===== config.mk =====
export PLATFORM = sky130hd
export DESIGN_NAME = wb_port_arbiter_flat
export DESIGN_NICKNAME = d
export VERILOG_FILES = /design/src/rtl/wb_port_arbiter_if.sv /design/src/rtl/wb_port_arbiter.sv /design/src/flat_wrapper.sv
export SDC_FILE = /design/constraint.sdc
export NUM_CORES = 1
export LEC_CHECK = 0
export BUFFER_PORTS_ARGS = -buffer_cell sky130_fd_sc_hd__buf_2
export CORE_UTILIZATION = 52
export CTS_BUF_LIST = sky130_fd_sc_hd__clkbuf_4
export CTS_CLUSTER_DIAMETER = 80
export CTS_CLUSTER_SIZE = 25
export DETAILED_ROUTE_END_ITERATION = 8
export GPL_ROUTABILITY_DRIVEN = 0
export PLACE_DENSITY_LB_ADDON = 0.15
export SETUP_SLACK_MARGIN = 0.4
export SYNTH_ARGS = -nofsm -noshare
export SYNTH_HDL_FRONTEND = slang
export SYNTH_SLANG_ARGS = --single-unit

===== constraint.sdc =====
create_clock -name clk -period 6.1 [get_ports clk]
set_input_delay 0.915 -clock clk [delete_from_list [all_inputs] [get_ports clk]]
set_output_delay 0.915 -clock clk [all_outputs]
set_load 0.02 [all_outputs]

===== src/rtl/wb_port_arbiter_if.sv =====
// Register-file write-port bundle: pipeline write-back, auxiliary requester,
// decode hazard probes and the arbitrated register-file write.
interface wb_port_arbiter_if #(
   parameter int ADDR_W = 5,
   parameter int DATA_W = 32
) ();
   logic              wb_we;
   logic [ADDR_W-1:0] wb_addr;
   logic [DATA_W-1:0] wb_data;
   logic              aux_valid;
   logic [ADDR_W-1:0] aux_addr;
   logic [DATA_W-1:0] aux_data;
   logic              aux_ready;
   logic [ADDR_W-1:0] rd_addr_a;
   logic [ADDR_W-1:0] rd_addr_b;
   logic              hazard_a;
   logic              hazard_b;
   logic              stall_req;
   logic              rf_we;
   logic [ADDR_W-1:0] rf_addr;
   logic [DATA_W-1:0] rf_data;

   modport master (
      output wb_we, wb_addr, wb_data, aux_valid, aux_addr, aux_data,
             rd_addr_a, rd_addr_b,
      input  aux_ready, hazard_a, hazard_b, stall_req, rf_we, rf_addr, rf_data
   );

   modport slave (
      input  wb_we, wb_addr, wb_data, aux_valid, aux_addr, aux_data,
             rd_addr_a, rd_addr_b,
      output aux_ready, hazard_a, hazard_b, stall_req, rf_we, rf_addr, rf_data
   );
endinterface


===== src/rtl/wb_port_arbiter.sv =====
// Register-file write-port arbiter. Pipeline write-back always wins; auxiliary
// writes are buffered and drained into idle slots, with a starvation stall.
//
// state     | meaning
// ----------+------------------------------------------------------------
// S_IDLE    | FIFO empty, wait counter cleared
// S_PENDING | buffered writes present, counting cycles blocked by write-back
// S_STARVED | head blocked MAX_WAIT cycles; stall_req held until a valid pop
module wb_port_arbiter #(
   parameter int DEPTH    = 4,
   parameter int MAX_WAIT = 8,
   parameter int ADDR_W   = 5,
   parameter int DATA_W   = 32
) (
   input logic             clk,
   input logic             rst,
   wb_port_arbiter_if.slave bus
);
   localparam int PTR_W  = $clog2(DEPTH);
   localparam int CNT_W  = PTR_W + 1;
   localparam int WAIT_W = $clog2(MAX_WAIT + 1);

   typedef enum logic [1:0] {S_IDLE, S_PENDING, S_STARVED} state_t;

   logic [ADDR_W-1:0] f_addr [DEPTH];
   logic [DATA_W-1:0] f_data [DEPTH];
   logic [DEPTH-1:0]  f_vld;
   logic [PTR_W-1:0]  rd_ptr, wr_ptr, sel_off, sel_idx;
   logic [CNT_W-1:0]  count, count_nxt, lead_inv, pop_n;
   logic              wbe, aux_rdy, acc_nz, found, issue_fifo, bypass, push, blocked;
   logic              hit_a, hit_b;
   logic              rf_we_q, rf_is_aux;
   logic [ADDR_W-1:0] rf_addr_q;
   logic [DATA_W-1:0] rf_data_q;
   state_t            state_q, state_d;
   logic [WAIT_W-1:0] wait_q, wait_d;

   // Request qualification, oldest-valid-entry search and push/pop bookkeeping.
   // Killed entries in front of the oldest valid one are dropped for free.
   always_comb begin
      wbe     = bus.wb_we && (bus.wb_addr != '0);
      aux_rdy = (count < CNT_W'(DEPTH));
      acc_nz  = bus.aux_valid && aux_rdy && (bus.aux_addr != '0);
      found   = 1'b0;
      sel_off = '0;
      for (int i = 0; i < DEPTH; i++) begin
         if (!found && (CNT_W'(i) < count) && f_vld[PTR_W'(rd_ptr + PTR_W'(i))]) begin
            found   = 1'b1;
            sel_off = PTR_W'(i);
         end
      end
      sel_idx    = PTR_W'(rd_ptr + sel_off);
      lead_inv   = found ? {1'b0, sel_off} : count;
      issue_fifo = !wbe && found;
      bypass     = !wbe && !found && acc_nz;
      push       = acc_nz && !bypass;
      blocked    = wbe && found;
      pop_n      = lead_inv + CNT_W'(issue_fifo);
      count_nxt  = count - pop_n + CNT_W'(push);
   end

   // Read-address hazards against live buffered entries and the in-flight aux write.
   always_comb begin
      hit_a = 1'b0;
      hit_b = 1'b0;
      for (int i = 0; i < DEPTH; i++) begin
         if ((CNT_W'(i) < count) && f_vld[PTR_W'(rd_ptr + PTR_W'(i))]) begin
            if (f_addr[PTR_W'(rd_ptr + PTR_W'(i))] == bus.rd_addr_a) hit_a = 1'b1;
            if (f_addr[PTR_W'(rd_ptr + PTR_W'(i))] == bus.rd_addr_b) hit_b = 1'b1;
         end
      end
      if (rf_we_q && rf_is_aux && (rf_addr_q == bus.rd_addr_a)) hit_a = 1'b1;
      if (rf_we_q && rf_is_aux && (rf_addr_q == bus.rd_addr_b)) hit_b = 1'b1;
   end

   assign bus.aux_ready = aux_rdy;
   assign bus.hazard_a  = (bus.rd_addr_a != '0) && hit_a;
   assign bus.hazard_b  = (bus.rd_addr_b != '0) && hit_b;
   assign bus.stall_req = (state_q == S_STARVED);
   assign bus.rf_we     = rf_we_q;
   assign bus.rf_addr   = rf_addr_q;
   assign bus.rf_data   = rf_data_q;

   // FIFO storage, WAW kill and the registered write-port selection.
   always_ff @(posedge clk) begin
      if (rst) begin
         rd_ptr    <= '0;
         wr_ptr    <= '0;
         count     <= '0;
         f_vld     <= '0;
         rf_we_q   <= 1'b0;
         rf_addr_q <= '0;
         rf_data_q <= '0;
         rf_is_aux <= 1'b0;
      end else begin
         count  <= count_nxt;
         rd_ptr <= PTR_W'(rd_ptr + PTR_W'(pop_n));
         if (wbe) begin
            for (int i = 0; i < DEPTH; i++) begin
               if (f_addr[i] == bus.wb_addr) f_vld[i] <= 1'b0;
            end
         end
         // the newly accepted aux write is younger than the write-back, so it survives the kill
         if (push) begin
            f_addr[wr_ptr] <= bus.aux_addr;
            f_data[wr_ptr] <= bus.aux_data;
            f_vld[wr_ptr]  <= 1'b1;
            wr_ptr         <= PTR_W'(wr_ptr + 1'b1);
         end
         if (wbe) begin
            rf_we_q   <= 1'b1;
            rf_addr_q <= bus.wb_addr;
            rf_data_q <= bus.wb_data;
            rf_is_aux <= 1'b0;
         end else if (issue_fifo) begin
            rf_we_q   <= 1'b1;
            rf_addr_q <= f_addr[sel_idx];
            rf_data_q <= f_data[sel_idx];
            rf_is_aux <= 1'b1;
         end else if (bypass) begin
            rf_we_q   <= 1'b1;
            rf_addr_q <= bus.aux_addr;
            rf_data_q <= bus.aux_data;
            rf_is_aux <= 1'b1;
         end else begin
            rf_we_q   <= 1'b0;
         end
      end
   end

   // Starvation FSM state register.
   always_ff @(posedge clk) begin
      if (rst) begin
         state_q <= S_IDLE;
         wait_q  <= '0;
      end else begin
         state_q <= state_d;
         wait_q  <= wait_d;
      end
   end

   // Starvation FSM next state; leaving STARVED on an emptied FIFO avoids a stuck stall.
   always_comb begin
      state_d = state_q;
      wait_d  = wait_q;
      case (state_q)
         S_IDLE: begin
            wait_d = '0;
            if (count_nxt != '0) state_d = S_PENDING;
         end
         S_PENDING: begin
            if (issue_fifo) wait_d = '0;
            else if (blocked && (wait_q < WAIT_W'(MAX_WAIT))) wait_d = wait_q + 1'b1;
            if (count_nxt == '0) begin
               state_d = S_IDLE;
               wait_d  = '0;
            end else if (wait_d == WAIT_W'(MAX_WAIT)) begin
               state_d = S_STARVED;
            end
         end
         S_STARVED: begin
            if (issue_fifo || (count_nxt == '0)) begin
               wait_d  = '0;
               state_d = (count_nxt != '0) ? S_PENDING : S_IDLE;
            end
         end
         default: begin
            state_d = S_IDLE;
            wait_d  = '0;
         end
      endcase
   end
endmodule


===== src/flat_wrapper.sv =====
// flat-port wrapper written by rule: the top's interface ports become plain ports
module wb_port_arbiter_flat 
#(
   parameter int DEPTH    = 4,
   parameter int MAX_WAIT = 8,
   parameter int ADDR_W   = 5,
   parameter int DATA_W   = 32
)
  (clk, rst, bus_wb_we, bus_wb_addr, bus_wb_data, bus_aux_valid, bus_aux_addr, bus_aux_data, bus_rd_addr_a, bus_rd_addr_b, bus_aux_ready, bus_hazard_a, bus_hazard_b, bus_stall_req, bus_rf_we, bus_rf_addr, bus_rf_data);
  wb_port_arbiter_if #(.ADDR_W(ADDR_W), .DATA_W(DATA_W)) bus_i ();
  input logic clk;
  input logic rst;
  input wire logic [$bits(bus_i.wb_we)-1:0] bus_wb_we;
  input wire logic [$bits(bus_i.wb_addr)-1:0] bus_wb_addr;
  input wire logic [$bits(bus_i.wb_data)-1:0] bus_wb_data;
  input wire logic [$bits(bus_i.aux_valid)-1:0] bus_aux_valid;
  input wire logic [$bits(bus_i.aux_addr)-1:0] bus_aux_addr;
  input wire logic [$bits(bus_i.aux_data)-1:0] bus_aux_data;
  input wire logic [$bits(bus_i.rd_addr_a)-1:0] bus_rd_addr_a;
  input wire logic [$bits(bus_i.rd_addr_b)-1:0] bus_rd_addr_b;
  output wire logic [$bits(bus_i.aux_ready)-1:0] bus_aux_ready;
  output wire logic [$bits(bus_i.hazard_a)-1:0] bus_hazard_a;
  output wire logic [$bits(bus_i.hazard_b)-1:0] bus_hazard_b;
  output wire logic [$bits(bus_i.stall_req)-1:0] bus_stall_req;
  output wire logic [$bits(bus_i.rf_we)-1:0] bus_rf_we;
  output wire logic [$bits(bus_i.rf_addr)-1:0] bus_rf_addr;
  output wire logic [$bits(bus_i.rf_data)-1:0] bus_rf_data;
  assign bus_i.wb_we = bus_wb_we;
  assign bus_i.wb_addr = bus_wb_addr;
  assign bus_i.wb_data = bus_wb_data;
  assign bus_i.aux_valid = bus_aux_valid;
  assign bus_i.aux_addr = bus_aux_addr;
  assign bus_i.aux_data = bus_aux_data;
  assign bus_i.rd_addr_a = bus_rd_addr_a;
  assign bus_i.rd_addr_b = bus_rd_addr_b;
  assign bus_aux_ready = bus_i.aux_ready;
  assign bus_hazard_a = bus_i.hazard_a;
  assign bus_hazard_b = bus_i.hazard_b;
  assign bus_stall_req = bus_i.stall_req;
  assign bus_rf_we = bus_i.rf_we;
  assign bus_rf_addr = bus_i.rf_addr;
  assign bus_rf_data = bus_i.rf_data;
  wb_port_arbiter #(.DEPTH(DEPTH), .MAX_WAIT(MAX_WAIT), .ADDR_W(ADDR_W), .DATA_W(DATA_W)) u_core (.clk(clk), .rst(rst), .bus(bus_i));
endmodule

Word level (Yosys, flattened, before mapping)
Memories as Yosys holds them, arrays and structs flattened. A register that Yosys moved wholly into a read port is not among the register bits.
Index checks and enable logic that the tools add are counted.
{"block": "word_totals", "in_bits": 88, "mem_bits_rw": 148, "elab_cells": 168, "n_memories": 2, "register_bits": 56, "out_inout_bits": 42}
{"block": "classes", "add_sub_neg": 10, "magnitude_cmp": 12, "eq_ne": 20, "mux": 70, "reduce_logical": 43, "n_bitwise": 1}
{"name": "u_core.f_data", "depth": 4, "word_bits": 32, "rd": 1, "rd_clocked_by_memory_dff": 0, "write_ports": 1, "line_no": "wb_port_arbiter.sv:26", "text": "logic [DATA_W-1:0] f_data [DEPTH];"}
{"name": "u_core.f_addr", "depth": 4, "word_bits": 5, "rd": 9, "rd_clocked_by_memory_dff": 1, "write_ports": 1, "line_no": "wb_port_arbiter.sv:25", "text": "logic [ADDR_W-1:0] f_addr [DEPTH];"}
{"op": "$mux W32", "count": 3}
{"op": "$eq A5 B5 Y1", "count": 14}
{"op": "$mux W1", "count": 41}
{"op": "$mux W4", "count": 8}
{"op": "$logic_and A1 B1 Y1", "count": 25}
{"op": "$reduce_bool A5 Y1", "count": 4}
{"op": "$lt A2 B3 Y1 const B", "count": 5}
{"op": "$mux W5", "count": 3}
{"op": "$mux W2", "count": 7}
{"op": "$bmux W1 S2", "count": 4}
{"op": "$pmux W4 S2", "count": 1}
{"op": "$add A3 B1 Y3", "count": 2}
{"op": "$logic_not A1 Y1", "count": 6}
{"op": "$lt A1 B3 Y1 const A", "count": 2}
{"op": "$lt A2 B3 Y1 const A", "count": 2}
{"op": "$pmux W2 S3", "count": 1}
{"op": "$reduce_bool A3 Y1", "count": 2}
{"op": "$add A2 B1 Y2 const B", "count": 2}
{"op": "$add A2 B2 Y2", "count": 2}
{"op": "$add A2 B2 Y2 const B", "count": 2}
{"op": "$add A4 B1 Y4 const B", "count": 1}
{"op": "$eq A4 B4 Y1 const B", "count": 1}
{"op": "$lt A4 B4 Y1 const B", "count": 1}
{"op": "$ne A2 B1 Y1 const B", "count": 2}
{"op": "other kinds (15)", "count": 15}

Depth between registers and ports, before layout
Gate-level depths: netlist (run 1).
{"block": "logic_depth", "depth_word": 26, "mapped_depth": 19, "depth_no_buf": 17}

Least setup slack after synthesis (run 1)
Ideal clock, no wire load.
{"block": "synth_timing", "kind": "input -> register", "startpoint": "input port bus_wb_addr[4]", "endpoint": "register u_core.wait_q[1]", "cell_stages": 17, "setup_time_ns": 0.128, "arrival_time_ns": 4.421, "slack_ns": 1.551, "required_ns": 5.972, "n_path_buf": 1, "cell_sequence": "clkbuf_1 or4_1 o21ai_1 nand2_1 inv_1 ha_1 ha_1 inv_1 ha_1 fa_1 xor2_1 xnor2_1 xor2_1 nand2_1 and3_1 a22oi_1 nor2_1"}
{"block": "synth_via", "elab_chain_len": 11, "elab_cells_between_ends": 21, "cone_classes": "3 x add/sub; 1 x eq/ne; 5 x mux; 12 x reduce/logical"}
{"element": "start, declared", "line_no": "flat_wrapper.sv:14", "text": "input wire logic [$bits(bus_i.wb_addr)-1:0] bus_wb_addr;"}
{"element": "$reduce_bool A5 Y1 *", "line_no": "wb_port_arbiter.sv:41", "text": "wbe = bus.wb_we && (bus.wb_addr != '0);"}
{"element": "$logic_and A1 B1 Y1 *", "line_no": "wb_port_arbiter.sv:41"}
{"element": "parallel branches: the longest is 9 deep, another holds $add A3 B1 Y3"}
{"element": "end signal, assigned", "line_no": "wb_port_arbiter.sv:138", "text": "wait_q <= wait_d;"}
{"element": "end, declared", "line_no": "wb_port_arbiter.sv:36", "text": "logic [WAIT_W-1:0] wait_q, wait_d;"}
Every way passes the cells marked *. The select of a mux whose other input is x is not followed.
A chain may end at the register's enable or synchronous reset.

Worst setup path in the final report (run 1)
{"block": "layout_timing", "startpoint": "register u_core.rd_ptr[1]", "endpoint": "register u_core.wait_q[1]"}
{"block": "layout_via", "elab_chain_len": 25, "elab_cells_between_ends": 48, "cone_classes": "6 x add/sub; 1 x eq/ne; 21 x mux; 20 x reduce/logical"}
{"element": "start, declared", "line_no": "wb_port_arbiter.sv:28", "text": "logic [PTR_W-1:0] rd_ptr, wr_ptr, sel_off, sel_idx;"}
{"element": "start signal, assigned", "line_no": "wb_port_arbiter.sv:97", "text": "rd_ptr <= PTR_W'(rd_ptr + PTR_W'(pop_n));"}
{"element": "parallel branches: the longest is 25 deep, another holds $add A2 B1 Y2"}
Parallel ways; which one is timed is not known. The select of a mux whose other input is x is not followed.

==> flow_metrics.py, run 1 <==
metrics = {
    "run_status": {
        "status": "finished clean",
    },
    "yosys": {
        "netlist_instances": 824,
        "synth.area.top_cells": "edfxtp_1 (45%), dfxtp_1 (11%), mux2i_1 (6.8%), mux4_2 (4.8%), xnor2_1 (4.2%)",
        "synth_fp_nets": 925,
        "yosysMostFrequentCell": "edfxtp_1",
        "synth_cell_type_count": 52,
        "synth_compound_area_share_pct": 11.69,
        "syn-cell-area_um2": 9953,
        "synth_top_area_share_pct": 44.65,
        "synth_top_family_by_area": "multiplexers",
        "synth_xor_area_share_pct": 7.027,
        "synthAdderAreaFrac_pct": 1.710,
        "yosysWarnings": 0,
        "synth-edff-count": 148,
        "ys_seq_area_share_pct": 55.91,
        "async_flop_share_pct": 0,
        "synth_mux_area_share_pct": 11.93,
        "syn_area_per_cell_um2": 12.08,
        "ys_ff_latch": 204,
        "synth_common_cells": "edfxtp_1 (148), nand2_1 (81), mux2i_1 (68)",
        "ys.flop_type": "edfxtp_1",
        "synthSimpleGateAreaFrac_pct": 8.925,
        "synth_area_leader_cell": "edfxtp_1",
    },
    "setup_path": {
        "worstPathMaxFanout": 28,
        "critical_path.top_delay_family": "adder cells",
        "timing.critical_path.buf_inv": 4,
        "path_class": "flop to flop",
        "crit_cells": 19,
        "cp_slowest_cell": "mux4_2",
        "crit_arrival_ns": 5.41,
        "critPathLaunchType": "flop",
        "worstPathRequired_ns": 6.62,
        "cpPeakStageDelay_ns": 0.59,
        "cp_common_cell": "ha_1",
        "endpoint_kind": "flop",
        "worstPathCellList": "buf_4 > mux4_2 > o21a_1 > a211o_1 > buf_4 > nand2_1 > inv_1 > ha_1 > ha_1 > inv_1 > ha_1 > fa_1 > xor2_1 > xnor2_1 > xor2_1 > nand2_1 > and3_1 > a22oi_1 > nor2_1",
        "ff2ff_path_depth": 19,
    },
    "cells_and_area": {
        "final_area_um2": 10970,
        "layout-drive-gt1-share_pct": 21.46,
        "area_delta_synth_final_pct": 10.26,
        "multi_input_area_um2": 4139,
        "final-seq-area_um2": 5565,
        "fillers": 1567,
        "nets": 1026,
    },
    "global_routing": {
        "globalRouteMet1Util_pct": 34.63,
        "grt_pass1_vias": 7100,
        "grt-ovfl-total": 0,
        "grt_max_degree": 55,
        "grt_use_total_pct": 25.44,
        "met3_usage_pct": 3.145,
        "grt_util_met2_pct": 43.45,
        "antenna_found_initial": 1,
        "busiest_layer": "met2",
        "grt_pass1_wl_um": 38900,
    },
    "sta": {
        "max_slew_margin_pct": 23.96,
        "rsz0062_at_grt": "no",
        "min_period_ns": 4.892,
        "holdWs_ns": 0.4776,
        "clock_skew_ns": 0.05784,
        "slew_violations": 0,
        "fin_crit_sh_pct": 80.19,
        "tightest_slew_ns": 1.141,
        "setup_viol": 0,
        "setup_tns_ns": 0,
        "hold_viol_final": 0,
        "max_freq_mhz": 204.4,
    },
    "placement": {
        "place_area_um2": 10790,
        "dp_hpwl_um": 16050,
        "portBuffers": 129,
    },
    "route": {
        "routed_wl_um": 25200,
        "drtIter0Drc": 607,
        "vias_per_cell": 6.177,
        "wl_per_cell_um": 21.59,
        "vias": 7208,
        "dr.pass1.iters": 5,
        "drt.antenna.violating_nets": 0,
        "drc_errors": 0,
    },
    "clock_tree": {
        "clk-insertion-delay-late_ns": 0.65,
        "cts_setup_buffers": 0,
        "cts_max_level": 1,
        "cts_root_buffer": "clkbuf_4",
        "cts_tree": "yes",
        "cts_num_sinks": 204,
        "clkTransAtPathRegs_ns": 0.24,
        "cts_made_buffers": 13,
        "cts_resized": 0,
        "holdBufCountCts": 0,
        "clock_path_buffers": 3,
    },
    "floorplanning": {
        "die-area_um2": 19700,
        "core.rowCount": 50,
        "die_h_um": 140.4,
        "die_w_um": 140.4,
        "initial_core_util_pct": 53.21,
        "io_pins": 130,
        "core-area_um2": 18710,
    },
    "hold_path": {
        "hold_class": "input port to flop",
        "holdPathStages": 1,
    },
    "power_and_ir_drop": {
        "p_leak_nw": 3.949,
        "peakVddDrop_v": 0.0002367,
        "power_density_nw_per_um2": 326.1,
    },
    "job": {
        "maxCapViolCount": 0,
    },
}
-- layer usage --
metal / vias to the layer above / share of wire (%)
met3: 34 / 6.2
met1: 3599 / 43
met5: - / 0
li1: 3277 / -
met2: 298 / 49
met4: 0 / 2.0
-- metrics by stage --
step,std cells,utilization (%),worst slack [ns],total power (W)
final,1167,58.67,1.208,0.003579
after global routing,1167,58.67,0.8995,0.003754
after CTS,1166,58.66,1.262,0.003583
after detailed placement,1144,57.66,1.240,0.003017
after global placement,1144,57.66,1.395,0.002980
after floorplan,824,-,1.551,0.002655
-- placed cells by master (no fill, tap or decap), types with 18 or more instances in the layout --
| cell type | instances |
|---|---|
| nor3_1 | 23 |
| dfxtp_1 | 56 |
| buf_2 | 129 |
| nor2_1 | 51 |
| a21oi_1 | 18 |
| mux2i_1 | 68 |
| o21ai_0 | 62 |
| a21o_1 | 21 |
| xor2_1 | 29 |
| o221ai_1 | 21 |
| mux4_2 | 21 |
| edfxtp_1 | 148 |
| xnor2_1 | 48 |
| nand2_1 | 81 |
-- final cells by class --
| cell class | count | share of cell area (%) |
|---|---|---|
| antenna | 1 | 0.02280 |
| clock buffer | 16 | 1.095 |
| clock inverter | 6 | 0.6043 |
| inverter | 10 | 0.3420 |
| multi-input combinational | 553 | 37.72 |
| sequential | 204 | 50.71 |
| tap | 234 | 2.668 |
| timing repair buffer | 143 | 6.841 |
-- power breakdown --
| part | switching (W) | internal (W) |
|---|---|---|
| Clock | 0.000434 | 0.000143 |
| Combinational | 0.000781 | 0.000518 |
| Sequential | 0.0000908 | 0.00161 |
| Total | 0.00131 | 0.00227 |
-- path summary, 6_finish.rpt --
check,start,to,slack [ns]
worst max register to register,u_core.rd_ptr[1],u_core.wait_q[1],1.21
worst max-delay path,u_core.rd_ptr[1],u_core.wait_q[1],1.21
worst min-delay path,bus_aux_data[17],u_core.f_data[2][17],0.48
worst min register to register,u_core.wr_ptr[1],u_core.wr_ptr[1],0.55
-- logic make-up after synthesis --
family,count (synthesis)
multiplexers,92
XOR/XNOR,79
AND/OR/NAND/NOR,198
flip-flops,204
AO/OA/AOI/OAI,171
adder cells (fa/ha/maj),13
buffers and inverters,67
-- sequential cells by signal, summed over array words and instances (netlist names) --
register            count
u_core.bus.rf_we        1
u_core.f_data         128
u_core.wait_q           4
u_core.bus.rf_addr      5
u_core.f_addr          20
u_core.bus.rf_data     32
u_core.rf_is_aux        1
u_core.rd_ptr           2
u_core.f_vld            4
u_core.wr_ptr           2
u_core.count            3
u_core.state_q          2
No activity file was read; power rests on OpenSTA's default activity.
==> run 2, diff against run 1 <==
==> constraint.sdc (replaced) <==
create_clock -name clk -period 4.5 [get_ports clk]
set_input_delay 0.675 -clock clk [delete_from_list [all_inputs] [get_ports clk]]
set_output_delay 0.675 -clock clk [all_outputs]
set_load 0.02 [all_outputs]
==> flow_metrics.py, run 2 (synthesis results as in run 1) <==
metrics = {
    "route": {
        "drt.antenna.violating_nets": 0,
        "wl_per_cell_um": 21.63,
        "drc_errors": 0,
        "dr.pass1.iters": 5,
        "vias_per_cell": 6.134,
        "vias": 7214,
        "routed_wl_um": 25440,
        "drtIter0Drc": 556,
    },
    "setup_path": {
        "worstPathMaxFanout": 5,
        "cp-startpoint": "u_core.rd_ptr[1]",
        "path_class": "flop to flop",
        "endpoint_kind": "flop",
        "r2r_slack_ns": 0.51,
        "cp_slowest_cell": "mux4_2",
        "worstPathCellList": "mux4_2 > o21a_4 > a211o_1 > nand2_2 > inv_2 > ha_4 > ha_4 > inv_2 > ha_4 > fa_2 > xor2_2 > xnor2_2 > a31oi_1 > o221a_2 > a22oi_2 > nor2_1",
        "ff2ff_path_depth": 16,
        "r2r_start": "u_core.rd_ptr[1]",
        "cp_common_cell": "ha_4",
        "cpPeakStageDelay_ns": 0.57,
        "crit_arrival_ns": 4.51,
        "critPathLaunchType": "flop",
        "worstPathRequired_ns": 5.02,
        "critical_path.endpoint": "u_core.wait_q[0]",
        "r2r_end": "u_core.wait_q[0]",
    },
    "placement": {
        "dp_slack_ns": 0.3091,
        "dp_hpwl_um": 16220,
        "portBuffers": 129,
    },
    "global_routing": {
        "grt_max_degree": 49,
        "antenna_found_initial": 1,
        "grt_pass1_vias": 7231,
        "grt_use_total_pct": 26.11,
        "grt-ovfl-total": 0,
        "grt_pass1_wl_um": 39730,
    },
    "floorplanning": {
        "die_w_um": 140.4,
        "core-area_um2": 18710,
        "die-area_um2": 19700,
        "initial_core_util_pct": 53.21,
        "die_h_um": 140.4,
        "io_pins": 130,
        "core.rowCount": 50,
    },
    "cells_and_area": {
        "final_common_cell": "edfxtp_1",
        "largest_reg_flops": 128,
        "nets": 1036,
        "fillers": 1495,
        "layout-drive-gt1-share_pct": 24.76,
        "final_cell_mix": "edfxtp_1 (148), buf_2 (129), nand2_1 (80), mux2i_1 (68), o21ai_0 (62)",
        "regMostFlops": "u_core.f_data",
        "area_delta_synth_final_pct": 12.62,
    },
    "power_and_ir_drop": {
        "power_density_nw_per_um2": 443.4,
        "p_leak_nw": 4.018,
        "finalPower_w": 0.004970,
        "peakVddDrop_v": 0.0003213,
    },
    "clock_tree": {
        "clkTransAtPathRegs_ns": 0.25,
        "cts_num_sinks": 204,
        "clk-insertion-delay-late_ns": 0.66,
        "cts_made_buffers": 13,
        "clock_path_buffers": 3,
        "cts_root_buffer": "clkbuf_4",
        "cts_tree": "yes",
        "holdBufCountCts": 0,
        "cts_max_level": 1,
    },
    "sta": {
        "hold_viol_final": 0,
        "rsz0062_at_grt": "yes",
        "min_period_ns": 3.995,
        "fin_crit_sh_pct": 88.77,
        "slew_violations": 0,
        "setup_viol": 0,
        "max_slew_margin_pct": 37.67,
        "tightest_slew_ns": 0.9327,
        "setup_tns_ns": 0,
        "setup_slack_ns": 0.5055,
        "max_freq_mhz": 250.3,
        "clock_skew_ns": 0.04148,
    },
    "run_status": {
        "status": "finished clean",
    },
    "job": {
        "maxCapViolCount": 0,
    },
    "hold_path": {
        "hold_class": "input port to flop",
    },
}
run 2: how the worst min path moves through the flow:
stage	startpoint	to	slack [ns]	cells past startpoint
2_1_floorplan	u_core.rf_is_aux	u_core.rf_is_aux	0.46	1
3_3_place_gp	u_core.wr_ptr[1]	u_core.wr_ptr[1]	0.50	2
3_5_place_dp	u_core.f_data[0][21]	u_core.bus.rf_data[21]	0.51	2
4_1_cts	bus_aux_data[29]	u_core.f_data[1][29]	0.20	1
5_1_grt	bus_aux_data[23]	u_core.f_data[3][23]	0.19	1
6_report	bus_aux_data[29]	u_core.f_data[1][29]	0.23	1
run 2: metal layers:
layer / global-route usage (%) / up-vias / wire length (um) / share of wire, %
met4: 8.733 / 0 / 571 / 2.2
met5: 0 / - / 0 / 0
li1: - / 3304 / - / -
met2: 44.24 / 303 / 12500 / 49
met1: 34.29 / 3565 / 10580 / 42
met3: 4.137 / 42 / 1793 / 7.0
run 2: repair_timing:
item / CTS / global route
buffers inserted: 0 / 5
gates cloned: 0 / 0
resized for setup: 8 / 12
pin swaps: 1 / 6
endpoints found under the setup margin: 6 / 6
run 2: final cells by class:
cell class | count | area (um2) | area share [%]
Timing Repair Buffer | 153 | 875.8 | 7.813
Clock buffer | 16 | 120.1 | 1.072
Antenna cell | 1 | 2.502 | 0.02232
Sequential cell | 204 | 5579 | 49.77
Multi-Input combinational cell | 553 | 4244 | 37.86
Tap cell | 234 | 292.8 | 2.612
Inverter | 10 | 37.54 | 0.3349
Clock inverter | 5 | 57.56 | 0.5135
run 2: worst max-delay path: cells and delay by family, from the launching register on:
kind | cells | cell delay, ns
compound gates | 5 | 1.23
simple gates | 2 | 0.14
flops | 1 | 0.43
fa+ha+maj | 4 | 1.02
buf+inv | 2 | 0.10
mux | 1 | 0.57
xor+xnor | 2 | 0.41
run 2: through the flow:
| step | area, um2 | hold slack (ns) | utilization (%) | cells |
|---|---|---|---|---|
| floorplan | 9996 | 0.4609 | - | 824 |
| global placement | 10900 | 0.4992 | 58.29 | 1149 |
| detailed placement | 10900 | 0.5087 | 58.29 | 1149 |
| global route | 11210 | 0.1899 | 59.93 | 1176 |
| finish | 11210 | 0.2344 | 59.93 | 1176 |
| CTS | 11110 | 0.2049 | 59.38 | 1170 |
run 2: report_power, final:
part           leakage (nW)  switching (W)  total, W  internal, W
clock                 0.103       0.000597  0.000791     0.000194
sequential             1.80       0.000135   0.00232      0.00219
combinational          2.11        0.00108   0.00186     0.000775
==> run 3, diff against run 2 <==
==> constraint.sdc (replaced) <==
create_clock -name clk -period 4.66 [get_ports clk]
set_input_delay 0.699 -clock clk [delete_from_list [all_inputs] [get_ports clk]]
set_output_delay 0.699 -clock clk [all_outputs]
set_load 0.02 [all_outputs]
==> flow_metrics.py, run 3 (synthesis results as in run 1) <==
metrics = {
    "run_status": {
        "status": "finished clean",
    },
    "route": {
        "drc_errors": 0,
        "vias": 7145,
        "vias_per_cell": 6.081,
        "routed_wl_um": 25230,
        "dr.pass1.iters": 5,
        "drt.antenna.violating_nets": 0,
        "wl_per_cell_um": 21.47,
        "drtIter0Drc": 690,
    },
    "setup_path": {
        "worstPathCellList": "mux4_2 > a22o_4 > a211o_1 > nand2_2 > inv_2 > ha_4 > ha_1 > inv_1 > ha_2 > fa_2 > xor2_2 > xnor2_2 > xor2_2 > nand2_1 > and3_4 > a22oi_2 > nor2_1",
        "r2r_start": "u_core.rd_ptr[0]",
        "path_class": "flop to flop",
        "r2r_end": "u_core.wait_q[1]",
        "crit_arrival_ns": 4.65,
        "worstPathRequired_ns": 5.20,
        "r2r_slack_ns": 0.54,
        "critPathLaunchType": "flop",
        "cpPeakStageDelay_ns": 0.54,
        "cp_common_cell": "xor2_2",
        "worstPathMaxFanout": 5,
        "ff2ff_path_depth": 17,
        "cp_slowest_cell": "mux4_2",
        "endpoint_kind": "flop",
    },
    "clock_tree": {
        "cts_tree": "yes",
        "cts_num_sinks": 204,
        "cts_made_buffers": 13,
        "clk-insertion-delay-late_ns": 0.66,
        "cts_max_level": 1,
        "clkTransAtPathRegs_ns": 0.24,
        "cts_root_buffer": "clkbuf_4",
        "clock_path_buffers": 3,
    },
    "global_routing": {
        "grt_pass1_vias": 7221,
        "grt_use_total_pct": 26.04,
        "grt_pass1_wl_um": 39360,
        "grt_max_degree": 49,
        "grt-ovfl-total": 0,
        "antenna_found_initial": 1,
    },
    "cells_and_area": {
        "utilization_pct": 59.75,
        "layout-drive-gt1-share_pct": 25.00,
        "regMostFlops": "u_core.f_data",
        "largest_reg_flops": 128,
        "fillers": 1535,
        "final-seq-area_um2": 5583,
        "final_area_um2": 11180,
        "multi_input_area_um2": 4249,
        "nets": 1037,
        "final_cell_mix": "edfxtp_1 (148), buf_2 (129), nand2_1 (80), mux2i_1 (68), o21ai_0 (61)",
        "final_common_cell": "edfxtp_1",
        "area_delta_synth_final_pct": 12.28,
    },
    "sta": {
        "setup_tns_ns": 0,
        "tightest_slew_ns": 1.140,
        "max_slew_margin_pct": 24.00,
        "clock_skew_ns": 0.04882,
        "min_period_ns": 4.116,
        "max_freq_mhz": 242.9,
        "slew_violations": 0,
        "hold_viol_final": 0,
        "setup_viol": 0,
        "fin_crit_sh_pct": 88.33,
        "rsz0062_at_grt": "no",
    },
    "power_and_ir_drop": {
        "p_leak_nw": 4.008,
        "power_density_nw_per_um2": 435.3,
        "peakVddDrop_v": 0.0002677,
    },
    "hold_path": {
        "holdPathStages": 1,
        "hold_class": "input port to flop",
        "whs_endpoint": "u_core.f_data[2][25]",
        "min_from": "bus_aux_data[25]",
    },
    "floorplanning": {
        "initial_core_util_pct": 53.21,
        "die_w_um": 140.4,
        "die-area_um2": 19700,
        "core-area_um2": 18710,
        "die_h_um": 140.4,
        "core.rowCount": 50,
        "io_pins": 130,
    },
    "placement": {
        "place_area_um2": 10810,
        "portBuffers": 129,
        "dp_hpwl_um": 16280,
    },
    "job": {
        "maxCapViolCount": 0,
    },
}
[run 3: changes by cell type in the layout (fill, tap and decap cells not counted), moves of 2 or more]
cell,delta
a22oi_1,-2
a22oi_2,+2
buf_12,-4
buf_4,+5
inv_2,-2
[run 3: report_power, final]
group | switching, W | internal, W
sequential | 0.000126 | 0.00211
clock | 0.000577 | 0.000188
combinational | 0.00107 | 0.000794
total | 0.00177 | 0.00309
[run 3: per-stage QoR]
stage / hold WS [ns] / power, W / setup slack, ns / std cells
after floorplan: 0.4609 / 0.003490 / 0.4316 / 824
after global placement: 0.4970 / 0.003923 / 0.4382 / 1146
after detailed placement: 0.5167 / 0.003976 / 0.2181 / 1146
after CTS: 0.2215 / 0.004833 / 0.4283 / 1172
after global routing: 0.2066 / 0.005118 / 0.3615 / 1175
final: 0.2460 / 0.004864 / 0.5438 / 1175
[run 3: layout make-up]
type | instances | area share (%)
timing repair buffer | 154 | 7.456
clock inverter | 3 | 0.5150
antenna | 1 | 0.02239
clock buffer | 16 | 1.075
sequential | 204 | 49.96
inverter | 10 | 0.3359
tap | 234 | 2.620
multi-input combinational | 553 | 38.02
[run 3: how the worst max path moves through the flow]
| stage | start | to | slack [ns] |
|---|---|---|---|
| after global placement | u_core.rd_ptr[1] | u_core.wait_q[1] | 0.44 |
| after floorplan | u_core.rd_ptr[0] | u_core.wait_q[1] | 0.43 |
| after detailed placement | u_core.rd_ptr[1] | u_core.wait_q[1] | 0.22 |
| after global routing | u_core.f_vld[2] | u_core.wait_q[1] | 0.36 |
| after CTS | u_core.rd_ptr[0] | u_core.wait_q[1] | 0.43 |
| final | u_core.rd_ptr[0] | u_core.wait_q[1] | 0.54 |
[run 3: what timing repair did]
item | CTS | global route
pin swaps | 2 | 7
resized for setup | 9 | 18
endpoints found under the setup margin | 6 | 7
setup buffers | 7 | 2
hold endpoints to repair | 0 | 0
hold buffers | 0 | 0
gates cloned | 0 | 0
[run 3: metal layers]
metal / track usage [%] / part of all wire [%]
met5: 0 / 0
met4: 8.733 / 2.7
met3: 5.026 / 7.4
met2: 43.92 / 49
met1: 33.81 / 41
[run 3: worst max-delay path: cells and delay by family (launching register included)]
family | cells | cell delay, ns
buf+inv | 2 | 0.12
xor+xnor | 3 | 0.64
compound gates | 3 | 0.79
simple gates | 4 | 0.43
mux | 1 | 0.54
flops | 1 | 0.42
fa+ha+maj | 4 | 1.07
